### src/rtl/vram_arbiter.sv
`default_nettype none
// ============================================================================
//  Module   : vram_arbiter
//  Purpose  : Shares one single-port 8 KB VRAM between the LCD line fetcher,
//             the DMA engine and the CPU. One access per clock, fixed
//             priority LCD > DMA > CPU. The winner's access is registered
//             onto the VRAM bus; read data comes back two cycles after the
//             grant and is tagged for its owner with *_rvalid.
//  Options  : VRAM_CPU_GUARD_EN - when defined, the CPU is forced a slot
//             after CPU_SLOT_EVERY consecutive DMA grants while it waits.
//  Ports    : clk, reset (sync, active-high)
//             lcd_req/lcd_addr -> lcd_ack, lcd_rvalid
//             dma_req/dma_we/dma_addr/dma_wdata -> dma_ack, dma_rvalid
//             cpu_req/cpu_we/cpu_addr/cpu_wdata -> cpu_ack, cpu_rvalid, cpu_rdy
//             rdata (shared read data)
//             vram_addr/vram_we/vram_wdata -> VRAM macro, vram_rdata <- VRAM
//  Revision : 1.0  initial release
// ============================================================================
module vram_arbiter #(
   parameter int ADDR_W         = 13,
   parameter int CPU_SLOT_EVERY = 8
) (
   input  logic              clk,
   input  logic              reset,
   input  logic              lcd_req,
   input  logic [ADDR_W-1:0] lcd_addr,
   output logic              lcd_ack,
   output logic              lcd_rvalid,
   input  logic              dma_req,
   input  logic              dma_we,
   input  logic [ADDR_W-1:0] dma_addr,
   input  logic [7:0]        dma_wdata,
   output logic              dma_ack,
   output logic              dma_rvalid,
   input  logic              cpu_req,
   input  logic              cpu_we,
   input  logic [ADDR_W-1:0] cpu_addr,
   input  logic [7:0]        cpu_wdata,
   output logic              cpu_ack,
   output logic              cpu_rvalid,
   output logic              cpu_rdy,
   output logic [7:0]        rdata,
   output logic [ADDR_W-1:0] vram_addr,
   output logic              vram_we,
   output logic [7:0]        vram_wdata,
   input  logic [7:0]        vram_rdata
);

   // Owner tag bit positions: {lcd, dma, cpu}
   localparam int c_OWN_LCD = 2;
   localparam int c_OWN_DMA = 1;
   localparam int c_OWN_CPU = 0;

   logic              w_gnt_lcd;
   logic              w_gnt_dma;
   logic              w_gnt_cpu;
   logic              w_cpu_force;

   logic [ADDR_W-1:0] r_vram_addr;
   logic              r_vram_we;
   logic [7:0]        r_vram_wdata;
   // Read-owner pipeline: stage 1 lines up with vram_addr, stage 2 with vram_rdata
   logic [2:0]        r_own1;
   logic [2:0]        r_own2;

`ifdef VRAM_CPU_GUARD_EN
   localparam logic [3:0] c_SLOT = 4'(CPU_SLOT_EVERY);

   // Counts DMA grants taken while the CPU sits waiting. Only DMA grants
   // advance it, and at c_SLOT the CPU takes the next non-LCD slot, so in
   // practice it tops out at c_SLOT; the saturation is a safety net.
   logic [3:0] r_run_cnt;

   always_ff @(posedge clk) begin
      if (reset) begin
         r_run_cnt <= 4'd0;
      end else if (!cpu_req || w_gnt_cpu) begin
         r_run_cnt <= 4'd0;
      end else if (w_gnt_dma && (r_run_cnt != 4'hF)) begin
         r_run_cnt <= r_run_cnt + 4'd1;
      end
   end

   assign w_cpu_force = cpu_req & ~lcd_req & (r_run_cnt == c_SLOT);
`else
   assign w_cpu_force = 1'b0;
`endif

   // Grant decode. Acks are suppressed while reset is high so nothing is
   // told it was served in a cycle whose access the registers will drop.
   always_comb begin
      w_gnt_lcd = 1'b0;
      w_gnt_dma = 1'b0;
      w_gnt_cpu = 1'b0;
      if (!reset) begin
         if (lcd_req) begin
            w_gnt_lcd = 1'b1;
         end else if (w_cpu_force) begin
            w_gnt_cpu = 1'b1;
         end else if (dma_req) begin
            w_gnt_dma = 1'b1;
         end else if (cpu_req) begin
            w_gnt_cpu = 1'b1;
         end
      end
   end

   assign lcd_ack = w_gnt_lcd;
   assign dma_ack = w_gnt_dma;
   assign cpu_ack = w_gnt_cpu;
   assign cpu_rdy = ~cpu_req | w_gnt_cpu;

   // VRAM bus register and owner pipeline. With no winner the address and
   // write data hold, only the write strobe drops.
   always_ff @(posedge clk) begin
      if (reset) begin
         r_vram_addr  <= '0;
         r_vram_we    <= 1'b0;
         r_vram_wdata <= 8'd0;
         r_own1       <= 3'b000;
         r_own2       <= 3'b000;
      end else begin
         r_own2 <= r_own1;
         if (w_gnt_lcd) begin
            r_vram_addr <= lcd_addr;
            r_vram_we   <= 1'b0;
            r_own1      <= 3'b100;
         end else if (w_gnt_dma) begin
            r_vram_addr  <= dma_addr;
            r_vram_we    <= dma_we;
            r_vram_wdata <= dma_wdata;
            r_own1       <= {1'b0, ~dma_we, 1'b0};
         end else if (w_gnt_cpu) begin
            r_vram_addr  <= cpu_addr;
            r_vram_we    <= cpu_we;
            r_vram_wdata <= cpu_wdata;
            r_own1       <= {2'b00, ~cpu_we};
         end else begin
            r_vram_we <= 1'b0;
            r_own1    <= 3'b000;
         end
      end
   end

   assign vram_addr  = r_vram_addr;
   assign vram_we    = r_vram_we;
   assign vram_wdata = r_vram_wdata;

   assign lcd_rvalid = r_own2[c_OWN_LCD];
   assign dma_rvalid = r_own2[c_OWN_DMA];
   assign cpu_rvalid = r_own2[c_OWN_CPU];
   assign rdata      = vram_rdata;

endmodule
`default_nettype wire

### config.mk
export PLATFORM = sky130hd
export DESIGN_NAME = vram_arbiter
export DESIGN_NICKNAME = d
export VERILOG_FILES = /design/src/rtl/vram_arbiter.sv
export SDC_FILE = /design/constraint.sdc
export NUM_CORES = 1
export LEC_CHECK = 0
export BUFFER_PORTS_ARGS = -buffer_cell sky130_fd_sc_hd__buf_2
export CAP_MARGIN = 20
export CORE_UTILIZATION = 35
export DETAILED_ROUTE_END_ITERATION = 8
export GPL_ROUTABILITY_DRIVEN = 0
export GPL_TIMING_DRIVEN = 0
export PLACE_DENSITY = 0.75
export SLEW_MARGIN = 20
export SYNTH_ARGS = -nofsm -noshare
export SYNTH_HDL_FRONTEND = slang
export SYNTH_SLANG_ARGS = --single-unit
### constraint.sdc
create_clock -name clk -period 1.5 [get_ports clk]
set_clock_uncertainty 0.15 [all_clocks]
set_input_delay 0.3 -clock clk [delete_from_list [all_inputs] [get_ports clk]]
set_output_delay 0.3 -clock clk [all_outputs]
set_load 0.02 [all_outputs]
==> results.json, run 1 <==
{
  "synth_flop_cell": "dfxtp_1",
  "io_buffers": 97,
  "worstPathRequired_ps": 1050,
  "ys_seq_area_share_pct": 41.4,
  "criticalPathCategory": "primary input to output port",
  "path_cells": "buf_6, or3b_4, clkinv_8, buf_6",
  "grt_pass1_wl_mm": 6.17,
  "postRouteAntennaNets": 0,
  "hold_depth": 2,
  "fin_util_pct": 54.5,
  "arrival_ps": 1030,
  "cts.sinks": 28,
  "rsz0062_at_grt": "no",
  "core.rowCount": 22,
  "synthDistinctLibCells": 23,
  "period_minus_slack_ps": 1480,
  "cp.buffers_inverters": 3,
  "antenna_found_initial": 0,
  "drc_errors": 0,
  "critPathLaunchType": "primary input",
  "relSlewSlack_pct": 53.2,
  "finalCritPeriodShare_pct": 98.7,
  "h-tree-depth": 1,
  "fillCellCount": 372,
  "drive_gt1_share_pct": 48.0,
  "crit_family": "simple AND/OR/NAND/NOR gates",
  "r2r-end": "vram_addr[10]",
  "drtPass1Iterations": 4,
  "antenna_cells": 0,
  "syn_avg_cell_area_sq_um": 8.80,
  "cp_common_cell": "buf_6",
  "path_max_fanout": 8,
  "syn_area_sq_mm": 0.00136,
  "ir_worst_vdd_v": 0.000338,
  "totalWireLength_mm": 3.71,
  "grtUsageTotal_pct": 18.8,
  "pwr_density_cell_mw_per_mm2": 840,
  "core_area_sq_mm": 0.00369,
  "synthArstFlopShare_pct": 0,
  "maxCapViolations": 0,
  "hold_ws_ps": 47.0,
  "die-area_sq_mm": 0.00412,
  "setup_tns_ps": 0,
  "drt_iter0_markers": 56,
  "overflow": 0,
  "status": "finished, final reports clean",
  "first_global_vias": 1419,
  "crit_path_max_incr_delay_ps": 440,
  "wl_per_cell_microns": 12.2,
  "min_to": "r_own1[0]",
  "pin_count": 107,
  "synth_warnings": 0,
  "avgViaCountPerCell": 4.89,
  "slowest_stage": "or3b_4",
  "cts_tree": "built",
  "cts_root_buf": "clkbuf_8",
  "numCtsBuffers": 3,
  "max_freq_mhz": 675,
  "area_delta_synth_final_pct": 48.4,
  "initial_core_util_pct": 36.7,
  "hp-start": "cpu_we",
  "clk_latency_ps": 270,
  "endpoint_kind": "output port",
  "path_clk_slew_ps": 90,
  "hold_viol": 0,
  "worstMarginPinSlew_ps": 702,
  "min_path_type": "primary input to register",
  "num_vias": 1486,
  "reg2reg_slack_ps": 470,
  "slew_violations": 0,
  "hpwl_mm": 2.81,
  "synth_edf_count": 0,
  "ff2ff_path_depth": 3,
  "nets": 327,
  "fp.dieH_microns": 64.2,
  "netlist_instances": 154,
  "ys_ff_latch": 28,
  "setup_viol": 0,
  "power_leakage_nw": 0.995,
  "cts_max_path_buffers": 2,
  "die_w_microns": 64.2,
  "r2r_start": "vram_addr[10]",
  "synth_fp_nets": 224,
  "grt_max_degree": 16
}
through the flow:
stage / worst slack, ps / cell area (sq um) / total power [mW] / instances
2_1_floorplan: -12.7 / 1360 / 1.07 / 154
3_3_place_gp: -360 / 1910 / 1.24 / 299
3_5_place_dp: -338 / 1910 / 1.24 / 299
4_1_cts: 14.8 / 2000 / 1.70 / 304
5_1_grt: 4.97 / 2010 / 1.77 / 304
6_report: 19.2 / 2010 / 1.69 / 304
layout make-up:
cell class | count | area [sq um] | area share, %
multi-input combinational | 103 | 671 | 33.4
sequential | 28 | 561 | 27.9
timing repair buffer | 99 | 515 | 25.6
buffer | 20 | 129 | 6.41
tap | 48 | 60.1 | 2.99
clock buffer | 4 | 55.1 | 2.74
inverter | 2 | 20.0 | 0.996
worst register-to-register path: cells and delay by family (launching register included):
family / cells / cell delay, ps
AOI/OAI and AO/OA: 2 / 330
DFF: 1 / 310
and+or+nand+nor: 1 / 120
registers in the layout (all words and copies together) (netlist names):
register    count
r_own1          3
r_own2          3
vram_addr      13
vram_wdata      8
vram_we         1
cell families (layout without fill, tap and decap cells):
logic type	after synthesis	count (layout)	share of synthesized area, %
multiplexers	8	8	5.91
flip-flops	28	28	41.4
AND/OR/NAND/NOR	50	50	18.7
buffers and inverters	23	125	10.2
AO/OA/AOI/OAI	45	45	23.8
worst max-delay path by stage:
stage | from | slack (ps) | depth (start not counted) | to
finish | lcd_req | 20 | 4 | dma_ack
global placement | lcd_req | -360 | 4 | lcd_ack
CTS | lcd_req | 10 | 4 | dma_ack
global route | cpu_req | 5 | 6 | vram_wdata[2]
floorplan | reset | -10 | 6 | vram_addr[1]
detailed placement | lcd_req | -340 | 4 | lcd_ack
synth_stat cells (all sizes together), types with 2 or more instances:
| cell type | n | area share, % |
|---|---|---|
| dfxtp | 28 | 41 |
| nand2 | 24 | 6.6 |
| buf | 16 | 8.2 |
| nand2b | 12 | 5.5 |
| a311oi | 11 | 7.1 |
| o31ai | 11 | 6.1 |
| a211oi | 10 | 5.5 |
| a21oi | 8 | 3.0 |
| mux2i | 8 | 5.9 |
| nor2b | 8 | 3.7 |
| clkbuf | 5 | 1.4 |
| o21ai | 4 | 1.5 |
| nor2 | 2 | 0.55 |
report_power, final:
part           switching [mW]  internal, mW
sequential             0.0201         0.791
combinational           0.230         0.194
clock                   0.220         0.234
total                   0.470          1.22
cell usage in the layout, fill, tap and decap left out, types with 3 or more instances in the layout:
cell      instances
buf_2            99
dfxtp_1          28
nand2_1          24
nand2b_1         12
o31ai_1          11
a311oi_1         11
buf_4            11
a211oi_1         10
mux2i_1           8
a21oi_1           8
nor2b_1           7
clkbuf_8          5
clkbuf_1          4
o21ai_0           4
buf_6             3
what timing repair did:
item                                    4_1_cts  5_1_grt
hold endpoints to repair                      0        0
endpoints found under the setup margin        3        2
hold buffers                                  0        0
setup buffers                                 2        0
pin swaps                                     1        1
resized for setup                            10        3
per-layer routing:
metal	vias up	track usage [%]	routed length, microns
li1	744	-	-
met1	678	21.4	1460
met2	64	35.9	1970
met3	0	2.86	289
met4	0	5.00	0
met5	-	0	0
No activity file was read; power rests on OpenSTA's default activity.
==> inputs of run 2 (changes only) <==
CTS_BUF_LIST = sky130_fd_sc_hd__clkbuf_16   (was not set)
==> run 2 against run 1 <==
Net effect: count of clock-buffer cells in the layout shrank 1; clock power grew 30%; highest routed layer is now met4; die area is the same; largest cell class unchanged; total power grew 8.4%; global-route usage grew 0.34 points; largest power group unchanged; sequential share of layout area shrank 0.39 points; register-to-register slack is essentially flat.
==> results.json, run 2 (synthesized netlist as in run 1, its figures left out) <==
{
  "cts_hold_buf": 0,
  "ir_worst_vdd_v": 0.000367,
  "path_clk_slew_ps": 60,
  "slowest_stage": "or3b_4",
  "grtUsageTotal_pct": 19.2,
  "arrival_ps": 1030,
  "layout_commonest_cell": "buf_2",
  "cts.sinks": 28,
  "hold_viol": 0,
  "io_buffers": 97,
  "wl_per_cell_microns": 12.5,
  "dpl.cell_count": 299,
  "num_vias": 1499,
  "maxCapViolations": 0,
  "antenna_found_initial": 0,
  "endpoint_kind": "output port",
  "min_path_type": "primary input to register",
  "final_cell_mix": "buf_2 (99), dfxtp_1 (28), nand2_1 (24), nand2b_1 (12)",
  "overflow": 0,
  "area_delta_synth_final_pct": 50.5,
  "die-area_sq_mm": 0.00412,
  "initial_core_util_pct": 36.7,
  "path_cells": "buf_6, or3b_4, clkinv_8, buf_6",
  "criticalPathCategory": "primary input to output port",
  "drtPass1Iterations": 4,
  "die_w_microns": 64.2,
  "setup_slack_ps": 18.4,
  "status": "finished, final reports clean",
  "h-tree-depth": 1,
  "postRouteAntennaNets": 0,
  "cts_tree": "built",
  "pwr_density_cell_mw_per_mm2": 898,
  "period_minus_slack_ps": 1480,
  "hpwl_mm": 2.81,
  "cts_max_path_buffers": 2,
  "drt_iter0_markers": 59,
  "final_cells": 304,
  "hold_ws_ps": 61.7,
  "numCtsBuffers": 3,
  "totalWireLength_mm": 3.79,
  "internal-power_mw": 1.34,
  "core.rowCount": 22,
  "power_switching_mw": 0.488,
  "worstPathRequired_ps": 1050,
  "rsz0062_at_grt": "no",
  "antenna_cells": 0,
  "core_area_sq_mm": 0.00369,
  "grt_max_degree": 16,
  "first_global_vias": 1417,
  "pin_count": 107,
  "critPathLaunchType": "primary input",
  "dp_slack_ps": -338,
  "grt_pass1_wl_mm": 6.22,
  "largest_register_ffs": 13,
  "swShare_pct": 26.7,
  "combPwrFrac_pct": 23.3,
  "fp.dieH_microns": 64.2,
  "avgViaCountPerCell": 4.93,
  "clock_power_share_pct": 32.4,
  "finalCritPeriodShare_pct": 98.8,
  "power_leakage_nw": 1.01,
  "drc_errors": 0,
  "cts_root_buf": "clkbuf_16",
  "nets": 327,
  "clk_latency_ps": 250,
  "max_freq_mhz": 675,
  "drive_gt1_share_pct": 48.0,
  "slew_violations": 0,
  "path_max_fanout": 8,
  "relSlewSlack_pct": 53.1,
  "worstMarginPinSlew_ps": 703,
  "fin_util_pct": 55.3,
  "cp_common_cell": "buf_6",
  "pwr-share-seq_pct": 44.4,
  "setup_tns_ps": 0,
  "fillCellCount": 365,
  "crit_path_max_incr_delay_ps": 440,
  "setup_viol": 0
}
==> run 2: cell count changes in the layout (fill, tap and decap cells not counted), sizes merged <==
cell / change
clkbuf: -1
clkinv: +1
==> run 2: timing repair <==
item	4_1_cts	5_1_grt
pin swaps	1	1
setup endpoints to repair	3	3
hold endpoints to repair	0	0
buffers inserted	2	0
resized for setup	10	4
==> run 2: worst paths after layout <==
| kind | start | endpoint | slack, ps | cells after the start |
|---|---|---|---|---|
| hold / removal | cpu_we | r_own1[0] | 60 | 2 |
| setup / recovery | lcd_req | dma_ack | 20 | 4 |
| setup reg to reg | vram_addr[10] | vram_addr[10] | 470 | 3 |
| hold reg to reg | r_own1[0] | r_own2[0] | 290 | 1 |
==> run 2: layout make-up <==
class / instances / area, sq um / share of cell area (%)
buffer: 20 / 129 / 6.32
sequential: 28 / 561 / 27.5
multi-input combinational: 103 / 676 / 33.1
clock buffer: 3 / 75.1 / 3.68
clock inverter: 1 / 3.75 / 0.184
timing repair buffer: 99 / 515 / 25.3
tap: 48 / 60.1 / 2.94
inverter: 2 / 20.0 / 0.982
==> run 2: critical path, delay by kind of cell <==
kind          cells  cell delay (ps)
simple gates      1              440
buf+inv           3              300
==> run 2: per-stage QoR <==
stage	cell area, sq um	power (mW)
2_1_floorplan	1360	1.07
3_3_place_gp	1910	1.24
3_5_place_dp	1910	1.24
4_1_cts	2020	1.84
5_1_grt	2040	1.92
6_report	2040	1.83
==> run 2: power groups by stage <==
stage	Clock, mW	Combinational [mW]	Sequential, mW
finish	0.592	0.426	0.812
global route	0.637	0.467	0.818
CTS	0.604	0.425	0.812
detailed placement	0	0.415	0.828
global placement	0	0.408	0.828
floorplan	0	0.184	0.886
==> run 2: per-layer routing <==
layer | up-vias | wire length (microns) | GRT usage (%)
met5 | - | 0 | 0
met4 | 0 | 25 | 5.28
met3 | 2 | 226 | 3.93
met2 | 60 | 1980 | 35.6
met1 | 694 | 1560 | 21.9
li1 | 743 | - | -
==> inputs of run 3 (changes only) <==
--- a/constraint.sdc
+++ b/constraint.sdc
@@ -4,2 +4,2 @@
 set_output_delay 0.3 -clock clk [all_outputs]
-set_load 0.02 [all_outputs]
+set_load 0.1 [all_outputs]
==> run 3 against run 2 <==
Net effect: the run now ends with setup timing left; worst hold slack improved by 4.0 ps; count of clock-buffer cells in the layout unchanged; register-to-register slack about the same; total power grew 23%; routed wire length grew 5.2%; worst setup slack lost 39 ps; first-iteration DRC count unchanged; critical endpoint unchanged; largest cell class is now buffers; largest power group is now combinational logic.
==> results.json, run 3 (synthesized netlist as in run 1, its figures left out) <==
{
  "worstMarginPinSlew_ps": 639,
  "path_max_fanout": 4,
  "fillCellCount": 355,
  "cts_max_path_buffers": 2,
  "drive_gt1_share_pct": 53.9,
  "crit_family": "simple AND/OR/NAND/NOR gates",
  "grt_max_degree": 15,
  "reg2reg_slack_ps": 470,
  "rsz0062_at_grt": "yes",
  "finalCritPeriodShare_pct": 101,
  "r2r-end": "vram_addr[9]",
  "cts_hold_buf": 0,
  "multi_input_area_sq_um": 703,
  "h-tree-depth": 1,
  "crit_end": "dma_ack",
  "ir_worst_vdd_v": 0.000766,
  "slew_violations": 0,
  "pwr-share-seq_pct": 36.3,
  "cts.sinks": 28,
  "path_cells": "buf_12, or3b_4, clkinv_8, buf_12",
  "min_path_type": "primary input to register",
  "postRouteAntennaNets": 0,
  "fin_util_pct": 58.8,
  "crit_start": "reset",
  "pwr_density_cell_mw_per_mm2": 1030,
  "power_switching_mw": 0.870,
  "setup_slack_ps": -20.9,
  "die_w_microns": 64.2,
  "clock_power_share_pct": 26.2,
  "core.rowCount": 22,
  "avgViaCountPerCell": 4.94,
  "ff2ff_path_depth": 3,
  "final_cell_mix": "buf_2 (86), dfxtp_1 (23), buf_4 (17), nand2_1 (16)",
  "largest_register_ffs": 13,
  "critPathLaunchType": "primary input",
  "setup_tns_ps": -20.9,
  "antenna_found_initial": 0,
  "grt_pass1_wl_mm": 6.15,
  "numCtsBuffers": 3,
  "area_delta_synth_final_pct": 60.1,
  "first_global_vias": 1331,
  "maxCapViolations": 0,
  "postPlaceCellArea_sq_mm": 0.00198,
  "nets": 330,
  "cts_root_buf": "clkbuf_16",
  "max_freq_mhz": 658,
  "drtPass1Iterations": 4,
  "status": "finished, violations left",
  "power_leakage_nw": 1.05,
  "criticalPathCategory": "primary input to output port",
  "clk_latency_ps": 260,
  "drt_iter0_markers": 59,
  "die-area_sq_mm": 0.00412,
  "layout_commonest_cell": "buf_2",
  "io_buffers": 97,
  "dpl.cell_count": 299,
  "antenna_cells": 0,
  "r2r_start": "vram_addr[9]",
  "slowest_stage": "or3b_4",
  "worstPathRequired_ps": 1050,
  "cp.buffers_inverters": 3,
  "period_minus_slack_ps": 1520,
  "totalWireLength_mm": 3.99,
  "hold_ws_ps": 65.8,
  "cts_tree": "built",
  "swShare_pct": 38.8,
  "wl_per_cell_microns": 13.0,
  "arrival_ps": 1070,
  "final_cells": 306,
  "path_clk_slew_ps": 60,
  "pin_count": 107,
  "overflow": 0,
  "core_area_sq_mm": 0.00369,
  "hpwl_mm": 2.83,
  "num_vias": 1512,
  "violations": "setup timing",
  "setup_viol": 1,
  "relSlewSlack_pct": 57.4,
  "endpoint_kind": "output port",
  "cp_common_cell": "buf_12",
  "internal-power_mw": 1.37,
  "final-seq-area_sq_um": 567,
  "initial_core_util_pct": 36.7,
  "fp.dieH_microns": 64.2,
  "final_area_sq_mm": 0.00217,
  "combPwrFrac_pct": 37.4,
  "crit_path_max_incr_delay_ps": 430,
  "grtUsageTotal_pct": 19.1,
  "path_depth": 4,
  "hold_viol": 0,
  "drc_errors": 0
}
-- run 3: worst min-delay path by stage --
stage	start	to	slack (ps)	cells after the start
floorplan	cpu_we	r_own1[0]	220	1
detailed placement	r_own1[2]	r_own2[2]	280	1
finish	cpu_we	r_own1[0]	70	2
CTS	cpu_we	r_own1[0]	60	2
global placement	r_own1[1]	r_own2[1]	270	1
global route	cpu_we	r_own1[0]	70	2
-- run 3: through the flow --
stage | setup slack, ps | power, mW
after floorplan | -219 | 1.46
after global placement | -491 | 1.63
after detailed placement | -494 | 1.64
after CTS | -23.9 | 2.24
after global routing | -33.9 | 2.33
final | -20.9 | 2.24
-- run 3: repair_timing --
action,in CTS,in global routing
pin swaps,1,3
resized for setup,16,14
buffers inserted,3,3
setup endpoints to repair,4,21
endpoints found under the hold margin,0,0
-- run 3: final cells by class --
type / count / area share, %
plain buffers: 19 / 5.82
clock buffers: 3 / 3.46
inverters: 2 / 0.923
multi-input cells: 103 / 32.4
flip-flops and latches: 28 / 26.1
well taps: 48 / 2.77
repair buffers: 103 / 28.5
-- run 3: power groups by stage --
stage               logic [mW]  registers, mW  clock network, mW
floorplan                0.297           1.16                  0
global placement         0.799          0.830                  0
detailed placement       0.804          0.831                  0
CTS                      0.822          0.815              0.603
global route             0.876          0.821              0.634
finish                   0.840          0.815              0.588
-- run 3: layer usage --
metal / share of wire (%) / vias to the layer above / GRT usage [%]
met5: 0 / - / 0
met4: 0.73 / 0 / 3.61
met3: 7.2 / 4 / 5.18
met2: 50 / 68 / 33.5
met1: 42 / 687 / 23.3
li1: - / 753 / -
-- run 3: worst reg2reg max path, delay by kind of cell (launching register included) --
family | cells | cell delay [ps]
AO/OA/AOI/OAI | 2 | 320
flip-flops | 1 | 320
AND/OR/NAND/NOR | 1 | 120
